$ cat config.mk
export PLATFORM = sky130hd
export DESIGN_NAME = cordic_iter_sequencer_flat
export DESIGN_NICKNAME = d
export VERILOG_FILES = /design/src/rtl/cordic_if.sv /design/src/rtl/cordic_iter_sequencer.sv /design/src/flat_wrapper.sv
export SDC_FILE = /design/constraint.sdc
export NUM_CORES = 1
export LEC_CHECK = 0
export CORE_MARGIN = 2
export CORE_UTILIZATION = 52
export CTS_BUF_LIST = sky130_fd_sc_hd__clkbuf_16
export CTS_CLUSTER_SIZE = 12
export DETAILED_ROUTE_END_ITERATION = 10
export PLACE_DENSITY = 0.95
export SYNTH_ARGS = -nofsm -noshare
export SYNTH_HDL_FRONTEND = slang
export SYNTH_SLANG_ARGS = --single-unit
$ cat constraint.sdc
create_clock -name clk -period 14.5 [get_ports clk]
set_input_delay 2.9 -clock clk [delete_from_list [all_inputs] [get_ports clk]]
set_output_delay 2.9 -clock clk [all_outputs]
set_load 0.005 [all_outputs]
$ cat src/rtl/cordic_if.sv
// Bundle between the CORDIC sequencer, its top level, the shared add/sub unit and the atan ROM.
// CORDIC_VECTORING_EN adds the mode bit.
interface cordic_if #(
   parameter int WIDTH = 32,
   parameter int IDX_W = 5
);
   logic             start;
   logic [WIDTH-1:0] x_in;
   logic [WIDTH-1:0] y_in;
   logic [WIDTH-1:0] z_in;
   logic             busy;
   logic             done;
   logic [WIDTH-1:0] x_out;
   logic [WIDTH-1:0] y_out;
   logic [WIDTH-1:0] z_out;
   logic [IDX_W-1:0] atan_idx;
   logic [WIDTH-1:0] atan_val;
   logic [WIDTH-1:0] add_a;
   logic [WIDTH-1:0] add_b;
   logic             add_sub;
   logic [WIDTH-1:0] add_sum;
`ifdef CORDIC_VECTORING_EN
   logic             mode;
`endif

   modport master (
`ifdef CORDIC_VECTORING_EN
      output mode,
`endif
      output start, x_in, y_in, z_in, atan_val, add_sum,
      input  busy, done, x_out, y_out, z_out, atan_idx, add_a, add_b, add_sub
   );

   modport slave (
`ifdef CORDIC_VECTORING_EN
      input  mode,
`endif
      input  start, x_in, y_in, z_in, atan_val, add_sum,
      output busy, done, x_out, y_out, z_out, atan_idx, add_a, add_b, add_sub
   );
endinterface

$ cat src/rtl/cordic_iter_sequencer.sv
// Iterative CORDIC micro-sequencer sharing one external add/sub unit for the X, Y and Z updates.
// Optional CORDIC_VECTORING_EN: mode bit selects vectoring (d from y sign) instead of rotation.
//
// state  | meaning
// S_IDLE | waiting for start; adder operands parked at zero
// S_XOP  | x update, direction d decided and latched, x>>>i captured
// S_YOP  | y update using captured x>>>i
// S_ZOP  | z update with atan(2^-i); last iteration returns to idle with done
module cordic_iter_sequencer #(
   parameter int WIDTH = 32,
   parameter int ITERS = 16,
   parameter int IDX_W = 5
) (
   input  logic     clk,
   input  logic     rst,
   cordic_if.slave  bus
);
   typedef enum logic [1:0] {S_IDLE, S_XOP, S_YOP, S_ZOP} state_t;

   state_t           state, state_nxt;
   logic [WIDTH-1:0] x_r, y_r, z_r, xsh_r;
   logic [IDX_W-1:0] i_r;
   logic             d_r;
   logic             d_now;
   logic             busy_r, done_r;
   logic             last_iter;
`ifdef CORDIC_VECTORING_EN
   logic             mode_r;
`endif

   // d encoded as 1 for +1, 0 for -1
`ifdef CORDIC_VECTORING_EN
   assign d_now = mode_r ? y_r[WIDTH-1] : ~z_r[WIDTH-1];
`else
   assign d_now = ~z_r[WIDTH-1];
`endif

   assign last_iter = (i_r == IDX_W'(ITERS - 1));

   assign bus.busy  = busy_r;
   assign bus.done  = done_r;
   assign bus.x_out = x_r;
   assign bus.y_out = y_r;
   assign bus.z_out = z_r;

   always_ff @(posedge clk or posedge rst) begin
      if (rst) state <= S_IDLE;
      else     state <= state_nxt;
   end

   always_comb begin
      state_nxt    = state;
      bus.add_a    = '0;
      bus.add_b    = '0;
      bus.add_sub  = 1'b0;
      bus.atan_idx = '0;
      case (state)
         S_IDLE: begin
            if (bus.start) state_nxt = S_XOP;
         end
         S_XOP: begin
            bus.add_a    = x_r;
            bus.add_b    = $signed(y_r) >>> i_r;
            bus.add_sub  = d_now;
            bus.atan_idx = i_r;
            state_nxt    = S_YOP;
         end
         S_YOP: begin
            bus.add_a    = y_r;
            bus.add_b    = xsh_r;
            bus.add_sub  = ~d_r;
            bus.atan_idx = i_r;
            state_nxt    = S_ZOP;
         end
         S_ZOP: begin
            bus.add_a    = z_r;
            bus.add_b    = bus.atan_val;
            bus.add_sub  = d_r;
            bus.atan_idx = i_r;
            state_nxt    = last_iter ? S_IDLE : S_XOP;
         end
         default: state_nxt = S_IDLE;
      endcase
   end

   always_ff @(posedge clk or posedge rst) begin
      if (rst) begin
         x_r    <= '0;
         y_r    <= '0;
         z_r    <= '0;
         xsh_r  <= '0;
         i_r    <= '0;
         d_r    <= 1'b0;
         busy_r <= 1'b0;
         done_r <= 1'b0;
`ifdef CORDIC_VECTORING_EN
         mode_r <= 1'b0;
`endif
      end else begin
         done_r <= 1'b0;
         case (state)
            S_IDLE: begin
               if (bus.start) begin
                  x_r    <= bus.x_in;
                  y_r    <= bus.y_in;
                  z_r    <= bus.z_in;
                  i_r    <= '0;
                  busy_r <= 1'b1;
`ifdef CORDIC_VECTORING_EN
                  mode_r <= bus.mode;
`endif
               end
            end
            S_XOP: begin
               d_r   <= d_now;
               xsh_r <= $signed(x_r) >>> i_r;
               x_r   <= bus.add_sum;
            end
            S_YOP: begin
               y_r <= bus.add_sum;
            end
            S_ZOP: begin
               z_r <= bus.add_sum;
               if (last_iter) begin
                  busy_r <= 1'b0;
                  done_r <= 1'b1;
               end else begin
                  i_r <= i_r + 1'b1;
               end
            end
            default: ;
         endcase
      end
   end
endmodule
$ cat src/flat_wrapper.sv
// flat-port wrapper written by rule: the top's interface ports become plain ports
module cordic_iter_sequencer_flat 
#(
   parameter int WIDTH = 32,
   parameter int ITERS = 16,
   parameter int IDX_W = 5
)
  (clk, rst, bus_start, bus_x_in, bus_y_in, bus_z_in, bus_atan_val, bus_add_sum, bus_busy, bus_done, bus_x_out, bus_y_out, bus_z_out, bus_atan_idx, bus_add_a, bus_add_b, bus_add_sub);
  cordic_if #(.WIDTH(WIDTH), .IDX_W(IDX_W)) bus_i ();
  input  logic clk;
  input  logic rst;
  input wire logic [$bits(bus_i.start)-1:0] bus_start;
  input wire logic [$bits(bus_i.x_in)-1:0] bus_x_in;
  input wire logic [$bits(bus_i.y_in)-1:0] bus_y_in;
  input wire logic [$bits(bus_i.z_in)-1:0] bus_z_in;
  input wire logic [$bits(bus_i.atan_val)-1:0] bus_atan_val;
  input wire logic [$bits(bus_i.add_sum)-1:0] bus_add_sum;
  output wire logic [$bits(bus_i.busy)-1:0] bus_busy;
  output wire logic [$bits(bus_i.done)-1:0] bus_done;
  output wire logic [$bits(bus_i.x_out)-1:0] bus_x_out;
  output wire logic [$bits(bus_i.y_out)-1:0] bus_y_out;
  output wire logic [$bits(bus_i.z_out)-1:0] bus_z_out;
  output wire logic [$bits(bus_i.atan_idx)-1:0] bus_atan_idx;
  output wire logic [$bits(bus_i.add_a)-1:0] bus_add_a;
  output wire logic [$bits(bus_i.add_b)-1:0] bus_add_b;
  output wire logic [$bits(bus_i.add_sub)-1:0] bus_add_sub;
  assign bus_i.start = bus_start;
  assign bus_i.x_in = bus_x_in;
  assign bus_i.y_in = bus_y_in;
  assign bus_i.z_in = bus_z_in;
  assign bus_i.atan_val = bus_atan_val;
  assign bus_i.add_sum = bus_add_sum;
  assign bus_busy = bus_i.busy;
  assign bus_done = bus_i.done;
  assign bus_x_out = bus_i.x_out;
  assign bus_y_out = bus_i.y_out;
  assign bus_z_out = bus_i.z_out;
  assign bus_atan_idx = bus_i.atan_idx;
  assign bus_add_a = bus_i.add_a;
  assign bus_add_b = bus_i.add_b;
  assign bus_add_sub = bus_i.add_sub;
  cordic_iter_sequencer #(.WIDTH(WIDTH), .ITERS(ITERS), .IDX_W(IDX_W)) u_core (.clk(clk), .rst(rst), .bus(bus_i));
endmodule
==> summary.txt, run 1 <==
Worst setup path
  • Startpoint of the worst setup timing path: bus_atan_val[19]
  • Largest fanout on the critical path: 2
  • Reg-to-reg endpoint: u_core.i_r[3]
  • Worst R2R Setup Slack: around 11 ns
  • Critical path capture point: bus_add_b[19]
  • Critical Path Source Type: input pin
  • Worst Setup End Kind: primary output
  • Arr. time, crit path: 4.48 ns
  • Type of the worst setup path: input pin to primary output
  • Reg-to-reg critical path startpoint: u_core.state[0]
  • CP Data Required Time: 11.60 ns
  • R2R cell count: 7

Place
  • Gpl congestion: 1.01
  • Placed Area: 0.0139 sq mm
  • Quantity of I/O buffers inserted on ports: 330
  • Hpwl dp: 28800 um

Finish
  • Net count of the finished layout: 1552
  • Fill cell total of the finished layout: 1379
  • Ant. Diodes: 0
  • Finished Core Util: 72.2%
  • Final Cell Area: approximately 0.015 sq mm
  • Share of post-route cells with drive strength above 1: 8.74%
  • Area grow syn2layout: 36.9%

Detailed routing
  • Via-per-instance ratio: 6.75
  • Number of vias after detailed routing: 11300
  • Count of TritonRoute iterations in the first routing pass: 10
  • Total Routed Length: between 40000 and 50000 um
  • Detailed Route Iter0 Violations: 1521
  • DRC viols: 0
  • Wire length per cell: 24.4 um
  • Post-detailed-route count of antenna-violating nets: 0

Floorplanning
  • Chip Width: 147 um
  • Die boundary height: 147 um
  • Die area: between 0.02 and 0.025 sq mm
  • Placement Rows: 52
  • Area of the core: 0.0201 sq mm
  • Number of I/O pins: between 300 and 400
  • Starting Density: a little over half

Global routing
  • Initial antenna violation count: 1
  • All-Layer GR Usage: 37.2%
  • First-pass GRT wire length: about 63000 um
  • Maximum number of pins on one net before global-route repair: 84
  • Number of global-route vias before repair: 11000
  • Total global routing overflow: 0

Clock network
  • Skew-Pair Late Insertion Delay: between 0.4 and 0.5 ns
  • H-tree levels: 4
  • Number of buffers inserted during clock tree synthesis: 17
  • Post-cts gate resize count: 0
  • Maximum buffer depth of the clock tree: 2
  • Clock tree from TritonCTS: built
  • Post-CTS Hold Buffers: 0
  • Post-CTS setup repair buffer count: 0
  • Register clock-pin slew on the reported worst setup and hold paths: roughly 0.06 ns
  • Num Clock Sinks: 138
  • Clock root cell: sky130_fd_sc_hd__clkbuf_16

Timing
  • Final critical delay including setup and external delays: 7.38 ns
  • Max Clk Rate: 135 MHz
  • RSZ-0062 raised after global routing: no
  • Final hold violations: 0
  • Min Hold Slack: between 0.4 and 0.5 ns
  • Setup-failing EPs final: 0
  • Max transition margin: 28.8%
  • Period utilisation layout: ~50%
  • Final setup skew: approximately 0.0095 ns
  • Actual transition at the worst max-transition pin: 1.07 ns
  • Max-slew violation count: 0
  • Accumulated negative setup slack: 0 ns

Yosys
  • Post-synthesis area per instance: 9.37 sq um
  • Async set-or-reset flop fraction in the synthesized netlist: 100%
  • Post-synthesis cell area: 0.0106 sq mm
  • Post-synth cell types: 56
  • Cell count after synthesis: between 1000 and 1500
  • Flop and latch count out of synthesis: 138
  • Most common flop cell mapped by yosys: sky130_fd_sc_hd__dfrtp_1
  • Post-synthesis net count: 1301
  • Number of synthesized flops with an enable pin: 0
  • YS warnings: 0
  • Sequential share of the synthesized area: 32.6%

Run status
  • Status: completed

Power and ir drop
  • Total power density per cell area: 75.3 mW/mm^2
  • Clk network pwr share: 42.9%
  • Maximum resistive drop on vdd: approximately 0.082 mV
  • Cell internal pwr: 0.000809 W
  • Net switching component of the power: 0.000284 W
  • Part of the power in registers: 39.7%
  • Share of total power consumed by net switching: 26.0%
  • Proportion of power drawn by combinational gates: 17.4%
  • LEAKAGE: 6.07 nW

Min path
  • Startpoint of the lowest-slack hold path: u_core.xsh_r[23]
  • Path category of the worst min-delay check: flip-flop to flip-flop

Job
  • Number of maximum-capacitance constraint violations: 0
layout make-up:
cell class                      instances  area [sq um]  area share [%]
Clock buffer                           17           425            2.93
Clock inverter                         15           198            1.36
Sequential cell                       138          3460            23.8
Tap cell                              270           338            2.33
Timing Repair Buffer                  346          3420            23.6
Inverter                               15          61.3           0.422
Multi-Input combinational cell        865          6610            45.6
cell usage in the layout, fill, tap and decap left out, types with 9 or more instances in the layout:
master	instances
sky130_fd_sc_hd__buf_4	16
sky130_fd_sc_hd__inv_1	12
sky130_fd_sc_hd__o21ai_0	141
sky130_fd_sc_hd__a22oi_1	27
sky130_fd_sc_hd__a222oi_1	37
sky130_fd_sc_hd__a221oi_1	9
sky130_fd_sc_hd__a211oi_1	9
sky130_fd_sc_hd__a21oi_1	40
sky130_fd_sc_hd__nand2_1	190
sky130_fd_sc_hd__mux2i_1	129
sky130_fd_sc_hd__nor2_1	80
sky130_fd_sc_hd__clkbuf_16	17
sky130_fd_sc_hd__mux4_1	17
sky130_fd_sc_hd__dfrtp_1	136
sky130_fd_sc_hd__o221ai_1	12
sky130_fd_sc_hd__mux4_2	44
sky130_fd_sc_hd__mux2_2	15
sky130_fd_sc_hd__clkdlybuf4s50_1	330
sequential cells by signal (all words and copies together) (netlist names):
name	flops
u_core.bus.z_out	32
u_core.bus.y_out	32
u_core.xsh_r	32
u_core.bus.done	1
u_core.bus.x_out	32
u_core.d_r	1
u_core.state	2
u_core.i_r	5
u_core.bus.busy	1
synthesized netlist by cell type (all sizes together), types with 3 or more instances:
master | number | area (sq um)
o22a | 8 | 70.1
and2 | 7 | 43.8
buf | 36 | 230
a222oi | 37 | 370
nor2b | 6 | 37.5
clkbuf | 78 | 337
mux2i | 131 | 1310
nor3 | 3 | 15.0
nand2b | 8 | 50.1
a22oi | 27 | 203
a22o | 4 | 35.0
a21oi | 41 | 205
a21o | 7 | 52.6
o31ai | 3 | 22.5
nor2 | 80 | 300
and3 | 5 | 31.3
mux2 | 15 | 169
a211oi | 9 | 67.6
inv | 14 | 52.6
o21a | 4 | 30.0
mux4 | 61 | 1440
nand2 | 190 | 713
a31oi | 8 | 50.1
ha | 6 | 75.1
a2bb2oi | 4 | 35.0
a221o | 3 | 30.0
o211ai | 3 | 22.5
o221ai | 12 | 105
o21ai | 143 | 716
a221oi | 10 | 93.8
dfrtp | 138 | 3450
o22ai | 5 | 31.3
nand3 | 8 | 40.0
critical path: stages:
cell and delay, ns:
sky130_fd_sc_hd__clkdlybuf4s50_1 0.45, sky130_fd_sc_hd__a22oi_1 0.09, sky130_fd_sc_hd__o311a_1 0.16, sky130_fd_sc_hd__a211oi_1 0.31, sky130_fd_sc_hd__clkdlybuf4s50_1 0.57
power groups by stage:
stage | sequential (W) | clock (W) | combinational, W
floorplan | 0.000428 | 0 | 0.0000700
global placement | 0.000438 | 0 | 0.000181
detailed placement | 0.000439 | 0 | 0.000187
global route | 0.000436 | 0.000486 | 0.000203
CTS | 0.000432 | 0.000467 | 0.000188
finish | 0.000434 | 0.000469 | 0.000191
worst min-delay path by stage:
stage	end	slack (ns)	depth (start not counted)
final	u_core.xsh_r[23]	0.49	1
after global routing	u_core.xsh_r[23]	0.52	1
after CTS	u_core.xsh_r[23]	0.49	1
after detailed placement	u_core.xsh_r[23]	0.48	1
after global placement	u_core.xsh_r[23]	0.47	1
after floorplan	u_core.xsh_r[30]	0.45	2
through the flow:
stage                     cells  power, W  setup WS, ns
after global placement     1634  0.000619          7.08
after global routing       1666   0.00112          7.03
final                      1666   0.00109          7.12
after floorplan            1132  0.000498          7.90
after detailed placement   1634  0.000626          7.07
after CTS                  1666   0.00109          7.06
kinds of logic (layout without fill, tap and decap cells):
kind of cell             after synthesis  after routing  share of synthesized area (%)
multiplexers                         207            207                           27.5
adder cells (fa/ha/maj)                6              6                          0.708
flip-flops                           138            138                           32.6
AO/OA/AOI/OAI                        339            339                           21.2
AND/OR/NAND/NOR                      313            313                           12.2
buffers and inverters                129            393                           5.88
layer usage:
metal	GRT usage [%]	share of wire [%]	up-vias
li1	-	-	4793
met1	48.0	37	5420
met2	60.1	47	891
met3	9.44	11	147
met4	15.3	4.5	0
met5	0	0	-
No activity file was read; power rests on OpenSTA's default activity.
==> run 2, diff against run 1 <==
--- a/config.mk
+++ b/config.mk
@@ -6,11 +6,11 @@
 export NUM_CORES = 1
 export LEC_CHECK = 0
 export CORE_MARGIN = 2
-export CORE_UTILIZATION = 52
+export CORE_UTILIZATION = 43
 export CTS_BUF_LIST = sky130_fd_sc_hd__clkbuf_16
 export CTS_CLUSTER_SIZE = 12
 export DETAILED_ROUTE_END_ITERATION = 10
-export PLACE_DENSITY = 0.95
+export PLACE_DENSITY = 0.87
 export SYNTH_ARGS = -nofsm -noshare
 export SYNTH_HDL_FRONTEND = slang
 export SYNTH_SLANG_ARGS = --single-unit
==> constraint.sdc (replaced) <==
create_clock -name clk -period 6.2 [get_ports clk]
set_input_delay 1.24 -clock clk [delete_from_list [all_inputs] [get_ports clk]]
set_output_delay 1.24 -clock clk [all_outputs]
set_load 0.005 [all_outputs]
==> summary.txt, run 2 (synthesis results as in run 1) <==
Timing
  • RSZ-0062 raised after global routing: no
  • Final critical delay including setup and external delays: roughly 4.8 ns
  • Final hold violations: 0
  • Max transition margin: about 34%
  • Max Clk Rate: 208 MHz
  • Period utilisation layout: a little under 80%
  • Max-slew violation count: 0
  • Accumulated negative setup slack: 0 ns
  • Final setup skew: 0.00903 ns
  • Final critical-path setup slack: 1.39 ns
  • Setup-failing EPs final: 0
  • Actual transition at the worst max-transition pin: roughly 0.98 ns

Finish
  • Share of post-route cells with drive strength above 1: 9.08%
  • Fill cell total of the finished layout: ~2000
  • Ant. Diodes: 0
  • Final cell count without fillers: 1723
  • Leading cell type in the layout, fill and taps excluded: sky130_fd_sc_hd__clkdlybuf4s50_1
  • Footprint of the multi-input gates: about 0.0066 sq mm
  • Area grow syn2layout: 37.9%
  • Net count of the finished layout: 1556
  • Top library cells by usage in the layout, fill and taps aside: sky130_fd_sc_hd__clkdlybuf4s50_1, sky130_fd_sc_hd__nand2_1, sky130_fd_sc_hd__o21ai_0, sky130_fd_sc_hd__dfrtp_1, sky130_fd_sc_hd__mux2i_1
  • Area taken by flip-flops and latches: around 0.0035 sq mm

Run status
  • Status: completed

Clock network
  • Skew-Pair Late Insertion Delay: 0.42 ns
  • Clock tree from TritonCTS: built
  • Num Clock Sinks: between 100 and 150
  • Register clock-pin slew on the reported worst setup and hold paths: 0.06 ns
  • Maximum buffer depth of the clock tree: 2
  • Post-cts gate resize count: 0
  • Number of buffers inserted during clock tree synthesis: 17
  • Post-CTS Hold Buffers: 0
  • H-tree levels: 4
  • Post-CTS setup repair buffer count: 0
  • Clock root cell: sky130_fd_sc_hd__clkbuf_16

Power and ir drop
  • Maximum resistive drop on vdd: about 0.15 mV
  • LEAKAGE: slightly above 6 nW
  • Part of the power in registers: 40.3%
  • Total power density per cell area: 174 mW/mm^2
  • Net switching component of the power: 0.000650 W
  • Share of total power consumed by net switching: 25.6%
  • Power consumption: 0.00254 W
  • Proportion of power drawn by combinational gates: 16.9%
  • Clk network pwr share: 42.9%
  • Cell internal pwr: 0.00189 W

Worst setup path
  • Largest fanout on the critical path: 58
  • Depth of the critical timing path with buffers and inverters included: 6
  • R2R cell count: 6
  • Type of the worst setup path: flip-flop to primary output
  • CP Data Required Time: between 4 and 5 ns
  • Crit-path most repeated cell: sky130_fd_sc_hd__mux2i_1
  • Crit-path cells: mux4_1 -> mux2i_1 -> mux2i_1 -> o21ai_0 -> a21oi_1 -> clkdlybuf4s50_1
  • Worst Setup End Kind: primary output
  • Cell at the slowest stage of the critical path: sky130_fd_sc_hd__dfrtp_4
  • Buffers plus inverters on the worst setup path: 1
  • Maximum cell stage delay along the critical path: 1.02 ns
  • Arr. time, crit path: 3.57 ns
  • Critical path's top delay family: multiplexers
  • Critical Path Source Type: flip-flop

Min path
  • Hold Crit Depth: 2
  • Path category of the worst min-delay check: flip-flop to flip-flop

Global routing
  • All-Layer GR Usage: 30.3%
  • Total global routing overflow: 0
  • Maximum number of pins on one net before global-route repair: 89
  • First-pass GRT wire length: 60900 um
  • Number of global-route vias before repair: around 10000
  • Initial antenna violation count: 0

Place
  • Hpwl dp: 29300 um
  • Post-Place Setup Slack: 1.91 ns
  • Gpl congestion: 0.978
  • Quantity of I/O buffers inserted on ports: 330
  • Number of cells in the design after placement: 1692

Floorplanning
  • Number of I/O pins: 331
  • Die area: around 0.026 sq mm
  • Area of the core: 0.0242 sq mm
  • Die boundary height: 161 um
  • Starting Density: a little over two fifths
  • Placement Rows: 57
  • Chip Width: 161 um

Detailed routing
  • Detailed Route Iter0 Violations: 1551
  • Count of TritonRoute iterations in the first routing pass: 7
  • Via-per-instance ratio: 6.31
  • DRC viols: 0
  • Total Routed Length: between 40000 and 50000 um
  • Number of vias after detailed routing: 10900
  • Wire length per cell: between 20 and 25 um
  • Post-detailed-route count of antenna-violating nets: 0

Job
  • Number of maximum-capacitance constraint violations: 0
run 2: layout make-up:
cell class	instances	area share (%)
inverters	15	0.419
multi-input cells	865	45.2
clock buffers	17	2.91
clock inverters	14	1.34
repair buffers	350	23.7
flip-flops and latches	138	23.6
well taps	324	2.77
run 2: final timing paths:
kind,startpoint,endpoint,slack [ns]
setup / recovery,u_core.i_r[0],bus_add_b[16],1.39
hold reg to reg,u_core.bus.z_out[3],u_core.bus.z_out[3],0.51
max in group asynchronous,rst,u_core.bus.y_out[31],3.63
min in group asynchronous,rst,u_core.bus.z_out[9],1.34
setup reg to reg,u_core.i_r[0],u_core.xsh_r[3],2.98
hold / removal,u_core.bus.z_out[3],u_core.bus.z_out[3],0.51
run 2: power groups by stage:
stage	combinational, W	clock (W)	sequential [W]
finish	0.000428	0.00109	0.00102
global route	0.000461	0.00114	0.00103
CTS	0.000428	0.00110	0.00102
detailed placement	0.000426	0	0.00104
global placement	0.000419	0	0.00104
floorplan	0.000164	0	0.00100
run 2: metrics by stage:
stage	hold slack [ns]	utilization [%]	area, sq um
after global placement	0.478	57.8	14000
final	0.509	60.3	14600
after detailed placement	0.484	57.8	14000
after floorplan	0.449	-	10600
after global routing	0.525	60.3	14600
after CTS	0.497	60.3	14600
run 2: per-layer routing:
| layer | vias to the layer above | GRT usage, % | wire (um) |
|---|---|---|---|
| li1 | 4808 | - | - |
| met1 | 5235 | 41.3 | 16100 |
| met5 | - | 0 | 0 |
| met4 | 0 | 11.2 | 1270 |
| met3 | 96 | 7.19 | 4370 |
| met2 | 733 | 47.4 | 18300 |
run 2: worst register-to-register path, cell delays in order, from the launching register on:
cell,delay [ns]
sky130_fd_sc_hd__dfrtp_4,1.02
sky130_fd_sc_hd__buf_4,0.42
sky130_fd_sc_hd__mux4_1,0.62
sky130_fd_sc_hd__mux2_2,0.31
sky130_fd_sc_hd__o22ai_1,0.36
sky130_fd_sc_hd__a211oi_1,0.17
sky130_fd_sc_hd__a21o_1,0.21
==> run 3, diff against run 2 <==
--- a/config.mk
+++ b/config.mk
@@ -6,11 +6,11 @@
 export NUM_CORES = 1
 export LEC_CHECK = 0
 export CORE_MARGIN = 2
-export CORE_UTILIZATION = 43
+export CORE_UTILIZATION = 48
 export CTS_BUF_LIST = sky130_fd_sc_hd__clkbuf_16
 export CTS_CLUSTER_SIZE = 12
 export DETAILED_ROUTE_END_ITERATION = 10
-export PLACE_DENSITY = 0.87
+export PLACE_DENSITY = 0.91
 export SYNTH_ARGS = -nofsm -noshare
 export SYNTH_HDL_FRONTEND = slang
 export SYNTH_SLANG_ARGS = --single-unit
==> constraint.sdc (replaced) <==
create_clock -name clk -period 4.95 [get_ports clk]
set_input_delay 0.99 -clock clk [delete_from_list [all_inputs] [get_ports clk]]
set_output_delay 0.99 -clock clk [all_outputs]
set_load 0.005 [all_outputs]
==> summary.txt, run 3 (synthesis results as in run 1) <==
Worst setup path
  • Reg-to-reg critical path startpoint: u_core.state[0]
  • CP Data Required Time: 3.96 ns
  • Critical Path Source Type: flip-flop
  • Arr. time, crit path: 3.48 ns
  • Worst Setup End Kind: primary output
  • Type of the worst setup path: flip-flop to primary output
  • Startpoint of the worst setup timing path: u_core.i_r[3]
  • Largest fanout on the critical path: 22

Place
  • Quantity of I/O buffers inserted on ports: 330
  • Hpwl dp: 29300 um
  • Gpl congestion: a little under 1

Finish
  • Share of post-route cells with drive strength above 1: 9.20%
  • Leading cell type in the layout, fill and taps excluded: sky130_fd_sc_hd__clkdlybuf4s50_1
  • Area grow syn2layout: 37.7%
  • Ant. Diodes: 0
  • Net count of the finished layout: 1558
  • Top library cells by usage in the layout, fill and taps aside: sky130_fd_sc_hd__clkdlybuf4s50_1, sky130_fd_sc_hd__nand2_1, sky130_fd_sc_hd__o21ai_0, sky130_fd_sc_hd__dfrtp_1, sky130_fd_sc_hd__mux2i_1

Clock network
  • Maximum buffer depth of the clock tree: 2
  • Num Clock Sinks: 138
  • Number of buffers inserted during clock tree synthesis: 17
  • Post-CTS Hold Buffers: 0
  • Skew-Pair Late Insertion Delay: 0.43 ns
  • Post-cts gate resize count: 0
  • H-tree levels: 4
  • Clock root cell: sky130_fd_sc_hd__clkbuf_16
  • Clock tree from TritonCTS: built
  • Post-CTS setup repair buffer count: 0
  • Register clock-pin slew on the reported worst setup and hold paths: 0.06 ns

Timing
  • Actual transition at the worst max-transition pin: 1.09 ns
  • Accumulated negative setup slack: 0 ns
  • Setup-failing EPs final: 0
  • Max transition margin: 27.6%
  • Final setup skew: about 0.0089 ns
  • RSZ-0062 raised after global routing: no
  • Min Hold Slack: around 0.5 ns
  • Max Clk Rate: 224 MHz
  • Max-slew violation count: 0
  • Final critical delay including setup and external delays: 4.47 ns
  • Period utilisation layout: 90.2%
  • Final hold violations: 0

Power and ir drop
  • Total power density per cell area: 216 mW/mm^2
  • Share of total power consumed by net switching: 26.6%
  • LEAKAGE: just over 6 nW
  • Cell internal pwr: 0.00232 W
  • Part of the power in registers: 40.3%
  • Maximum resistive drop on vdd: 0.253 mV
  • Proportion of power drawn by combinational gates: 17.4%
  • Clk network pwr share: a little over two fifths
  • Net switching component of the power: roughly 0.00084 W

Detailed routing
  • Total Routed Length: 40700 um
  • DRC viols: 0
  • Detailed Route Iter0 Violations: 1579
  • Via-per-instance ratio: 6.61
  • Count of TritonRoute iterations in the first routing pass: 7
  • Wire length per cell: approximately 24 um
  • Post-detailed-route count of antenna-violating nets: 0
  • Number of vias after detailed routing: 11100

Floorplanning
  • Placement Rows: 54
  • Chip Width: 153 um
  • Die boundary height: 153 um
  • Area of the core: 0.0218 sq mm
  • Die area: 0.0233 sq mm
  • Number of I/O pins: between 300 and 400
  • Starting Density: about half

Global routing
  • Initial antenna violation count: 0
  • All-Layer GR Usage: 34.2%
  • First-pass GRT wire length: 63300 um
  • Number of global-route vias before repair: 10900
  • Maximum number of pins on one net before global-route repair: 117
  • Total global routing overflow: 0

Min path
  • Path category of the worst min-delay check: flip-flop to flip-flop
  • Startpoint of the lowest-slack hold path: u_core.xsh_r[23]

Job
  • Number of maximum-capacitance constraint violations: 0

Run status
  • Status: completed
[run 3: layer usage]
metal / share of wire (%) / GRT usage, %
met5: 0 / 0
met4: 2.9 / 10.5
met3: 11 / 7.71
met2: 48 / 55.8
met1: 38 / 45.7
[run 3: final timing paths]
check | cells after the start | slack [ns] | end
worst min-delay path | 1 | 0.50 | u_core.xsh_r[23]
min in group asynchronous | 2 | 1.20 | u_core.bus.z_out[10]
max in group asynchronous | 3 | 2.76 | u_core.bus.z_out[27]
worst max register to register | 6 | 1.37 | u_core.bus.z_out[8]
worst max-delay path | 5 | 0.48 | bus_add_b[19]
worst min register to register | 1 | 0.50 | u_core.xsh_r[23]
[run 3: layout make-up]
| type | count | area, sq um |
|---|---|---|
| Fill cell | 1642 | 7150 |
| Multi-Input combinational cell | 865 | 6610 |
| Timing Repair Buffer | 352 | 3520 |
| Sequential cell | 138 | 3460 |
| Clock buffer | 17 | 425 |
| Tap cell | 280 | 350 |
| Clock inverter | 15 | 176 |
| Inverter | 15 | 61.3 |
[run 3: per-stage QoR]
step           power [W]  worst slack (ns)  utilization, %  cell area, sq um  instances
2_1_floorplan    0.00146             0.264               -             10600       1132
3_3_place_gp     0.00182              1.13            64.4             14000       1650
3_5_place_dp     0.00183              1.07            64.4             14000       1650
4_1_cts          0.00316             0.609            67.1             14600       1682
5_1_grt          0.00326             0.336            67.1             14600       1682
6_report         0.00316             0.484            67.1             14600       1682
[run 3: critical path, stage by stage (launching register included)]
cell                              delay (ns)
sky130_fd_sc_hd__dfrtp_1                0.77
sky130_fd_sc_hd__clkinv_1               0.76
sky130_fd_sc_hd__and2_1                 0.38
sky130_fd_sc_hd__o311a_1                0.33
sky130_fd_sc_hd__a211oi_1               0.25
sky130_fd_sc_hd__clkdlybuf4s50_1        0.55
[run 3: power by group through the flow]
stage	Clock, W	Combinational (W)	Sequential [W]
floorplan	0	0.000205	0.00125
global placement	0	0.000532	0.00129
detailed placement	0	0.000544	0.00129
CTS	0.00134	0.000549	0.00127
global route	0.00139	0.000588	0.00128
finish	0.00134	0.000551	0.00127
